$ cat config.mk
export PLATFORM = sky130hd
export DESIGN_NAME = mem_access
export DESIGN_NICKNAME = d
export VERILOG_FILES = /design/src/rtl/mem_access.sv
export SDC_FILE = /design/constraint.sdc
export NUM_CORES = 1
export LEC_CHECK = 0
export ABC_AREA = 1
export CORE_MARGIN = 2
export CORE_UTILIZATION = 42
export CTS_BUF_LIST = sky130_fd_sc_hd__clkbuf_4
export DETAILED_ROUTE_END_ITERATION = 8
export HOLD_SLACK_MARGIN = 0.02
export PLACE_DENSITY = 0.79
export SETUP_SLACK_MARGIN = 0.15
export SLEW_MARGIN = 10
export SYNTH_ARGS = -nofsm -noshare
export SYNTH_HDL_FRONTEND = slang
export SYNTH_SLANG_ARGS = --single-unit
$ cat constraint.sdc
create_clock -name clk -period 1.45 [get_ports clk]
set_input_delay 0.29 -clock clk [delete_from_list [all_inputs] [get_ports clk]]
set_output_delay 0.29 -clock clk [all_outputs]
set_load 0.03 [all_outputs]
$ cat src/rtl/mem_access.sv
// mem_access: MEM stage of the MIPS/DLX pipeline, producer side of write-back.
//
// Takes the EX/MEM instruction, runs a req/ack transaction on the data memory,
// extracts and extends load data (big-endian lanes), and registers the MEM/WB
// bundle (WB_control, reg_write, reg_dst, data_from_mem, data_from_ALU).
// stall holds EX/MEM and earlier stages while a memory access is outstanding.
//
// Ports:
//   clk, reset                  rising-edge clock, synchronous active-high reset
//   in_valid .. store_data      EX/MEM instruction fields
//   dmem_req/we/addr/be/wdata   memory request (held stable during ACCESS)
//   dmem_rdata, dmem_ack        memory response, ack is a one-cycle pulse
//   stall                       upstream hold
//   out_valid .. data_from_ALU  registered MEM/WB bundle
//   misaligned, bus_timeout     one-cycle fault pulses aligned with out_valid
//
// Optional feature: define ACCESS_TIMEOUT_EN to abort an access after
// TIMEOUT_CYCLES ACCESS cycles without ack. Undefined: ACCESS waits forever
// and bus_timeout stays 0.
module mem_access #(
    parameter int unsigned TIMEOUT_CYCLES = 16
) (
    input  logic        clk,
    input  logic        reset,
    input  logic        in_valid,
    input  logic        mem_read,
    input  logic        mem_write,
    input  logic [1:0]  mem_size,
    input  logic        load_unsigned,
    input  logic        WB_control_in,
    input  logic        reg_write_in,
    input  logic [4:0]  reg_dst_in,
    input  logic [31:0] alu_result,
    input  logic [31:0] store_data,
    output logic        dmem_req,
    output logic        dmem_we,
    output logic [31:0] dmem_addr,
    output logic [3:0]  dmem_be,
    output logic [31:0] dmem_wdata,
    input  logic [31:0] dmem_rdata,
    input  logic        dmem_ack,
    output logic        stall,
    output logic        out_valid,
    output logic        WB_control,
    output logic        reg_write,
    output logic [4:0]  reg_dst,
    output logic [31:0] data_from_mem,
    output logic [31:0] data_from_ALU,
    output logic        misaligned,
    output logic        bus_timeout
);

    typedef enum logic [0:0] {StIdle, StAccess} state_e;

    state_e      state_q, state_d;

    // Operation captured on entry to ACCESS
    logic [31:0] hold_addr_q, hold_addr_d;
    logic [31:0] hold_wdata_q, hold_wdata_d;
    logic [3:0]  hold_be_q, hold_be_d;
    logic [1:0]  hold_size_q, hold_size_d;
    logic [4:0]  hold_dst_q, hold_dst_d;
    logic        hold_we_q, hold_we_d;
    logic        hold_uns_q, hold_uns_d;
    logic        hold_wb_q, hold_wb_d;
    logic        hold_rw_q, hold_rw_d;

    // MEM/WB bundle
    logic        out_valid_q, out_valid_d;
    logic        wb_q, wb_d;
    logic        rw_q, rw_d;
    logic [4:0]  dst_q, dst_d;
    logic [31:0] mem_q, mem_d;
    logic [31:0] alu_q, alu_d;
    logic        mis_q, mis_d;
    logic        tmo_q, tmo_d;

    logic        mem_op, misalign, expire;
    logic [3:0]  st_be;
    logic [31:0] st_wdata;
    logic [7:0]  ld_byte;
    logic [15:0] ld_half;
    logic [31:0] ld_ext;

    assign mem_op   = mem_read | mem_write;
    // Reserved size 11 is treated as a word access
    assign misalign = (mem_size == 2'b01) ? alu_result[0] :
                      (mem_size[1] ? (alu_result[1:0] != 2'b00) : 1'b0);

`ifdef ACCESS_TIMEOUT_EN
    localparam int unsigned CntW = $clog2(TIMEOUT_CYCLES + 1);
    logic [CntW-1:0] tmo_cnt_q;

    always_ff @(posedge clk) begin
        if (reset || state_q != StAccess) begin
            tmo_cnt_q <= '0;
        end else if (!dmem_ack) begin
            tmo_cnt_q <= tmo_cnt_q + 1'b1;
        end
    end

    // Fires in the TIMEOUT_CYCLES-th ACCESS cycle without ack; ack wins
    assign expire = (state_q == StAccess) && !dmem_ack &&
                    (tmo_cnt_q == CntW'(TIMEOUT_CYCLES - 1));
`else
    logic unused_timeout_cfg;
    assign unused_timeout_cfg = (TIMEOUT_CYCLES == 0);
    assign expire = 1'b0;
`endif

    // Store lane steering, big-endian: address offset 00 is bits 31:24
    always_comb begin
        st_be    = 4'b1111;
        st_wdata = store_data;
        case (mem_size)
            2'b00: begin
                st_be    = 4'b1000 >> alu_result[1:0];
                st_wdata = {4{store_data[7:0]}};
            end
            2'b01: begin
                st_be    = alu_result[1] ? 4'b0011 : 4'b1100;
                st_wdata = {2{store_data[15:0]}};
            end
            default: ;
        endcase
    end

    // Load lane extraction and extension
    always_comb begin
        ld_byte = dmem_rdata[31:24];
        unique case (hold_addr_q[1:0])
            2'b00: ld_byte = dmem_rdata[31:24];
            2'b01: ld_byte = dmem_rdata[23:16];
            2'b10: ld_byte = dmem_rdata[15:8];
            2'b11: ld_byte = dmem_rdata[7:0];
        endcase
        ld_half = hold_addr_q[1] ? dmem_rdata[15:0] : dmem_rdata[31:16];
        case (hold_size_q)
            2'b00:   ld_ext = {{24{ld_byte[7] & ~hold_uns_q}}, ld_byte};
            2'b01:   ld_ext = {{16{ld_half[15] & ~hold_uns_q}}, ld_half};
            default: ld_ext = dmem_rdata;
        endcase
    end

    always_comb begin
        state_d      = state_q;
        hold_addr_d  = hold_addr_q;
        hold_wdata_d = hold_wdata_q;
        hold_be_d    = hold_be_q;
        hold_size_d  = hold_size_q;
        hold_dst_d   = hold_dst_q;
        hold_we_d    = hold_we_q;
        hold_uns_d   = hold_uns_q;
        hold_wb_d    = hold_wb_q;
        hold_rw_d    = hold_rw_q;
        out_valid_d  = 1'b0;
        mis_d        = 1'b0;
        tmo_d        = 1'b0;
        wb_d         = wb_q;
        rw_d         = rw_q;
        dst_d        = dst_q;
        mem_d        = mem_q;
        alu_d        = alu_q;
        stall        = 1'b0;

        unique case (state_q)
            StIdle: begin
                if (in_valid) begin
                    if (!mem_op || misalign) begin
                        out_valid_d = 1'b1;
                        wb_d        = WB_control_in;
                        rw_d        = reg_write_in & ~mem_op;
                        dst_d       = reg_dst_in;
                        mem_d       = '0;
                        alu_d       = alu_result;
                        mis_d       = mem_op;
                    end else begin
                        stall        = 1'b1;
                        state_d      = StAccess;
                        hold_addr_d  = alu_result;
                        hold_wdata_d = st_wdata;
                        hold_be_d    = st_be;
                        hold_size_d  = mem_size;
                        hold_dst_d   = reg_dst_in;
                        hold_we_d    = mem_write;
                        hold_uns_d   = load_unsigned;
                        hold_wb_d    = WB_control_in;
                        hold_rw_d    = reg_write_in;
                    end
                end
            end
            StAccess: begin
                stall = ~(dmem_ack | expire);
                if (dmem_ack || expire) begin
                    state_d     = StIdle;
                    out_valid_d = 1'b1;
                    wb_d        = hold_wb_q;
                    rw_d        = hold_rw_q & ~expire;
                    dst_d       = hold_dst_q;
                    alu_d       = hold_addr_q;
                    mem_d       = (dmem_ack && !hold_we_q) ? ld_ext : 32'h0;
                    tmo_d       = expire;
                end
            end
        endcase
    end

    always_ff @(posedge clk) begin
        if (reset) begin
            state_q      <= StIdle;
            hold_addr_q  <= '0;
            hold_wdata_q <= '0;
            hold_be_q    <= '0;
            hold_size_q  <= '0;
            hold_dst_q   <= '0;
            hold_we_q    <= 1'b0;
            hold_uns_q   <= 1'b0;
            hold_wb_q    <= 1'b0;
            hold_rw_q    <= 1'b0;
            out_valid_q  <= 1'b0;
            wb_q         <= 1'b0;
            rw_q         <= 1'b0;
            dst_q        <= '0;
            mem_q        <= '0;
            alu_q        <= '0;
            mis_q        <= 1'b0;
            tmo_q        <= 1'b0;
        end else begin
            state_q      <= state_d;
            hold_addr_q  <= hold_addr_d;
            hold_wdata_q <= hold_wdata_d;
            hold_be_q    <= hold_be_d;
            hold_size_q  <= hold_size_d;
            hold_dst_q   <= hold_dst_d;
            hold_we_q    <= hold_we_d;
            hold_uns_q   <= hold_uns_d;
            hold_wb_q    <= hold_wb_d;
            hold_rw_q    <= hold_rw_d;
            out_valid_q  <= out_valid_d;
            wb_q         <= wb_d;
            rw_q         <= rw_d;
            dst_q        <= dst_d;
            mem_q        <= mem_d;
            alu_q        <= alu_d;
            mis_q        <= mis_d;
            tmo_q        <= tmo_d;
        end
    end

    assign dmem_req      = (state_q == StAccess);
    assign dmem_we       = dmem_req & hold_we_q;
    assign dmem_addr     = {hold_addr_q[31:2], 2'b00};
    assign dmem_be       = dmem_req ? hold_be_q : 4'b0000;
    assign dmem_wdata    = hold_wdata_q;
    assign out_valid     = out_valid_q;
    assign WB_control    = wb_q;
    assign reg_write     = rw_q;
    assign reg_dst       = dst_q;
    assign data_from_mem = mem_q;
    assign data_from_ALU = alu_q;
    assign misaligned    = mis_q;
    assign bus_timeout   = tmo_q;

endmodule
-- Yosys cells after proc, flatten, opt, wreduce, memory -nomap -nowiden
Cells that the tools add are included.
- memories kept: 0
- register bits after elaboration: 153
- latch bits: 0
- bits in read-only memories: 0
- memory bits (writable): 0
- magnitude comparators: 0
- bitwise gates (word level): 11
- div/mod/pow operators: 0
- shift operators: 1
- muxes and demuxes: 39
- equality and inequality tests: 8
- multipliers: 0
- reductions and logical operators: 11
- add/subtract/negate cells: 0
- operator list (operator ; number):
    $pmux W32 S2 ; 4
    $mux W32 ; 7
    $pmux W8 S4 ; 1
    $mux W16 ; 1
    $mux W5 ; 3
    $mux W1 ; 14
    $pmux W1 S2 ; 5
    $pmux W5 S2 ; 1
    $mux W4 ; 2
    $pmux W4 S2 ; 1
    $eq A2 B1 Y1 const B ; 3
    $logic_not A2 Y1 ; 3
    $ne A2 B2 Y1 const B ; 3
    $not A1 Y1 ; 6
    $reduce_and A3 Y1 ; 2
    $and A1 B1 Y1 ; 4
    $eq A2 B2 Y1 const B ; 2
    $reduce_or A4 Y1 ; 1
    $shr A4 B2 Y4 const A ; 1
    $logic_not A1 Y1 ; 2
    $reduce_bool A2 Y1 ; 1
    $logic_and A1 B1 Y1 ; 1
    $logic_or A1 B1 Y1 ; 1
    $or A1 B1 Y1 ; 1

-- Depth between registers and ports, before layout
Gate-level depths: netlist of the first run.
- depth in word-level cells: 7
- depth in mapped cells: 12
- mapped depth without buffers: 9

-- Worst setup path after synthesis of the first run
Ideal clock, no wire load.
- path type: reg-to-output
- start: register state_q, in the netlist dmem_req
- end: output port stall
- data arrival time: 1.548 ns
- required time: 1.160 ns
- stages on the path, launching flop included: 6
- buffers on the path: 2
- setup slack: -0.388 ns
- cell sequence: dfxtp_1 > buf_4 > clkinv_1 > clkbuf_1 > or2_2 > nand2_1
- word-level cells in the longest chain between the ends: 2
- ends and longest elaborated chain (item ; line ; text):
    from (decl) ; 55 ; state_e state_q, state_d;
    from (signal assigned) ; 210 ; state_q <= StIdle;
    from (signal assigned) ; 229 ; state_q <= state_d;
    $not A1 Y1 (no source line) ; n/a ;
    $pmux W1 S2 * ; 166 ; unique case (state_q)
    to (decl) ; 42 ; output logic stall,
Mark *: on every way between the ends. The rest lies on a longest branch, timed or not.

-- Worst setup path in the final report of the first run
Same ends and word-level chain as after synthesis.

==> impl_metrics.json, run 1 <==
{
  "ioPinCount": 257,
  "cts_tree": "built",
  "numCtsBuffers": 17,
  "core_um2": 16640,
  "wire_per_inst_um": 15.73,
  "path_max_fanout": 4,
  "synth_top_cell_by_area": "dfxtp_1",
  "hold_class": "in -> reg",
  "end_kind": "output port",
  "rsz0062_at_grt": "yes",
  "clkLatencyLatePin_ps": 560,
  "layout_common_cells": "nand2_1, buf_6, dfxtp_2",
  "slew_violations": 0,
  "clock_path_buffers": 2,
  "worst_ir_drop_vdd_uv": 655.7,
  "track_usage_pct": 25.94,
  "syn_inst": 1040,
  "hpwl_mm": 15.91,
  "final_cell_area_um2": 11640,
  "io_buffers": 253,
  "fin_crit_ps": 1806,
  "synth_area_leaders": "dfxtp_1, nand2_1, a21oi_1, o21ai_0, nor2_1",
  "die_area_um2": 18090,
  "grt_max_degree": 65,
  "num_vias": 7859,
  "finClkSkew_ps": 12.55,
  "grt_pass1_wl_mm": 37.23,
  "place.gp.congestion": 0.8741,
  "final_common_cell": "nand2_1",
  "maxCapViolations": 0,
  "die_h_um": 134.5,
  "via_per_inst": 5.031,
  "wl_mm": 24.57,
  "area_growth_pct": 62.72,
  "ys_warn_count": 0,
  "holdPathStages": 3,
  "r2r_cells": 8,
  "fmax_ghz": 0.5538,
  "die_w_um": 134.5,
  "fin_nets": 1439,
  "powerDensity_nw_per_um2": 929.0,
  "yosys_register_bits": 153,
  "path_class": "reg -> out",
  "ctsHtreeMaxLevel": 4,
  "yosys_most_used_dff": "dfxtp_1",
  "period_share_pct": 124.5,
  "cts-hold-fix-buffers": 0,
  "synth_edf_count": 0,
  "overflow": 0,
  "cts.sink_count": 153,
  "synth.cell_area_um2": 7152,
  "synthArstFlopShare_pct": 0,
  "startpoint_type": "flip-flop",
  "hp-start": "reset",
  "violations": "negative setup slack",
  "p_leak_uw": 0.005106,
  "status": "finished with violations",
  "drc": 0,
  "antenna_found_initial": 1,
  "timing.rr.end": "data_from_mem[7]",
  "drtAntennaViolNets": 0,
  "drt_pass1_iterations": 5,
  "clockRootBuffer": "clkbuf_4",
  "hold_violations": 0,
  "hold_path_end": "dmem_wdata[19]",
  "r2r_start": "dmem_req",
  "drive_above_1_share_pct": 39.33,
  "grt_pass1_vias": 7293,
  "setup_viol": 11,
  "syn_avg_cell_area_um2": 6.877,
  "ys_types": 30,
  "place_area_um2": 10080,
  "initial_core_util_pct": 42.97,
  "regToRegSetupSlack_ps": -40,
  "drt-initial-drc-count": 667,
  "finalCoreUtilization_pct": 69.93,
  "crit_arrival_ps": 1520,
  "required_ps": 1160,
  "rows": 47,
  "cts.clk_slew.worst_paths_ps": 130,
  "power_uw": 10810,
  "synth_top_area_share_pct": 42.83,
  "yosysSeqAreaShare_pct": 42.83,
  "final.setup.worst_slack_ps": -355.7
}
## per-stage QoR
stage	TNS, ps	setup slack [ps]	hold slack, ps	std cells
2_1_floorplan	0	18.97	424.5	1042
3_3_place_gp	-62680	-518.6	433.3	1477
3_5_place_dp	-65450	-492.4	444.9	1477
4_1_cts	-2388	-404.5	168.8	1539
5_1_grt	-3530	-433.9	165.4	1562
6_report	-2143	-355.7	197.2	1562
## cells in the mapped netlist (8+ instances only)
cell type,count
clkbuf_1,37
buf_2,18
buf_4,36
inv_1,54
a21oi_1,121
nand2_1,285
nor2_2,20
or2_2,8
o21ai_0,109
buf_6,8
nor2_1,99
nand3_1,49
o211ai_1,8
dfxtp_1,153
## routing by layer
layer | part of all wire [%] | track usage (%)
met5 | 0 | 0
met4 | 2.7 | 10.18
met3 | 8.3 | 7.883
met2 | 48 | 42.66
met1 | 41 | 31.92
## worst max path at each step
stage                                 to  slack [ps]  depth (start not counted)   startpoint
after floorplan                    stall          20                          8  mem_size[1]
after global placement    dmem_wdata[31]        -520                          7  mem_size[1]
after detailed placement  hold_addr_q[6]        -490                          8  mem_size[1]
after CTS                          stall        -400                          4     dmem_req
after global routing               stall        -430                          4     dmem_req
final                              stall        -360                          4     dmem_req
## repair_timing
item,CTS,global route
pin swaps,5,23
setup endpoints to repair,223,251
resized for setup,1096,84
endpoints found under the hold margin,0,0
buffers inserted,27,17
gates cloned,3,4
## report_power, final
group	internal [uW]	leakage, uW	total [uW]	switching (uW)
clock network	1250	0.000157	2840	1590
registers	4520	0.00131	4720	201
logic	1520	0.00364	3250	1740
total	7290	0.00511	10800	3520
## worst max-delay path: stages (launching register included)
cell      delay (ps)
dfxtp_4          430
clkinv_4          60
or2_4            260
nand2_8           70
buf_6            130
## sequential cells by signal, indices dropped and copies added (netlist names), 2 cells and up
signal	count
data_from_ALU	32
reg_dst	5
hold_size_q	2
data_from_mem	32
dmem_wdata	32
hold_be_q	4
hold_dst_q	5
hold_addr_q	32
## cell type report
cell class / instances / area [um2]
diodes: 2 / 5.005
clock buffers: 20 / 150.1
clock inverters: 12 / 147.6
fillers: 1339 / 5005
inverters: 63 / 274.0
multi-input cells: 725 / 3550
flip-flops and latches: 153 / 3244
well taps: 220 / 275.3
repair buffers: 365 / 3974
repair inverters: 2 / 17.52
## cell families (layout without fill, tap and decap cells)
logic type	Yosys count	after routing	share of synthesized area (%)
AO/OA/AOI/OAI	251	251	18.16
other	1	5	0.05243
flip-flops	153	153	42.83
buffers and inverters	164	462	11.69
AND/OR/NAND/NOR	471	471	27.27
No activity file was read; power rests on OpenSTA's default activity.
==> run 2, diff against run 1 <==
- CAP_MARGIN: default -> 20
==> results of run 2 <==
No change in the layout: final DEF, timing and power equal those of run 1.
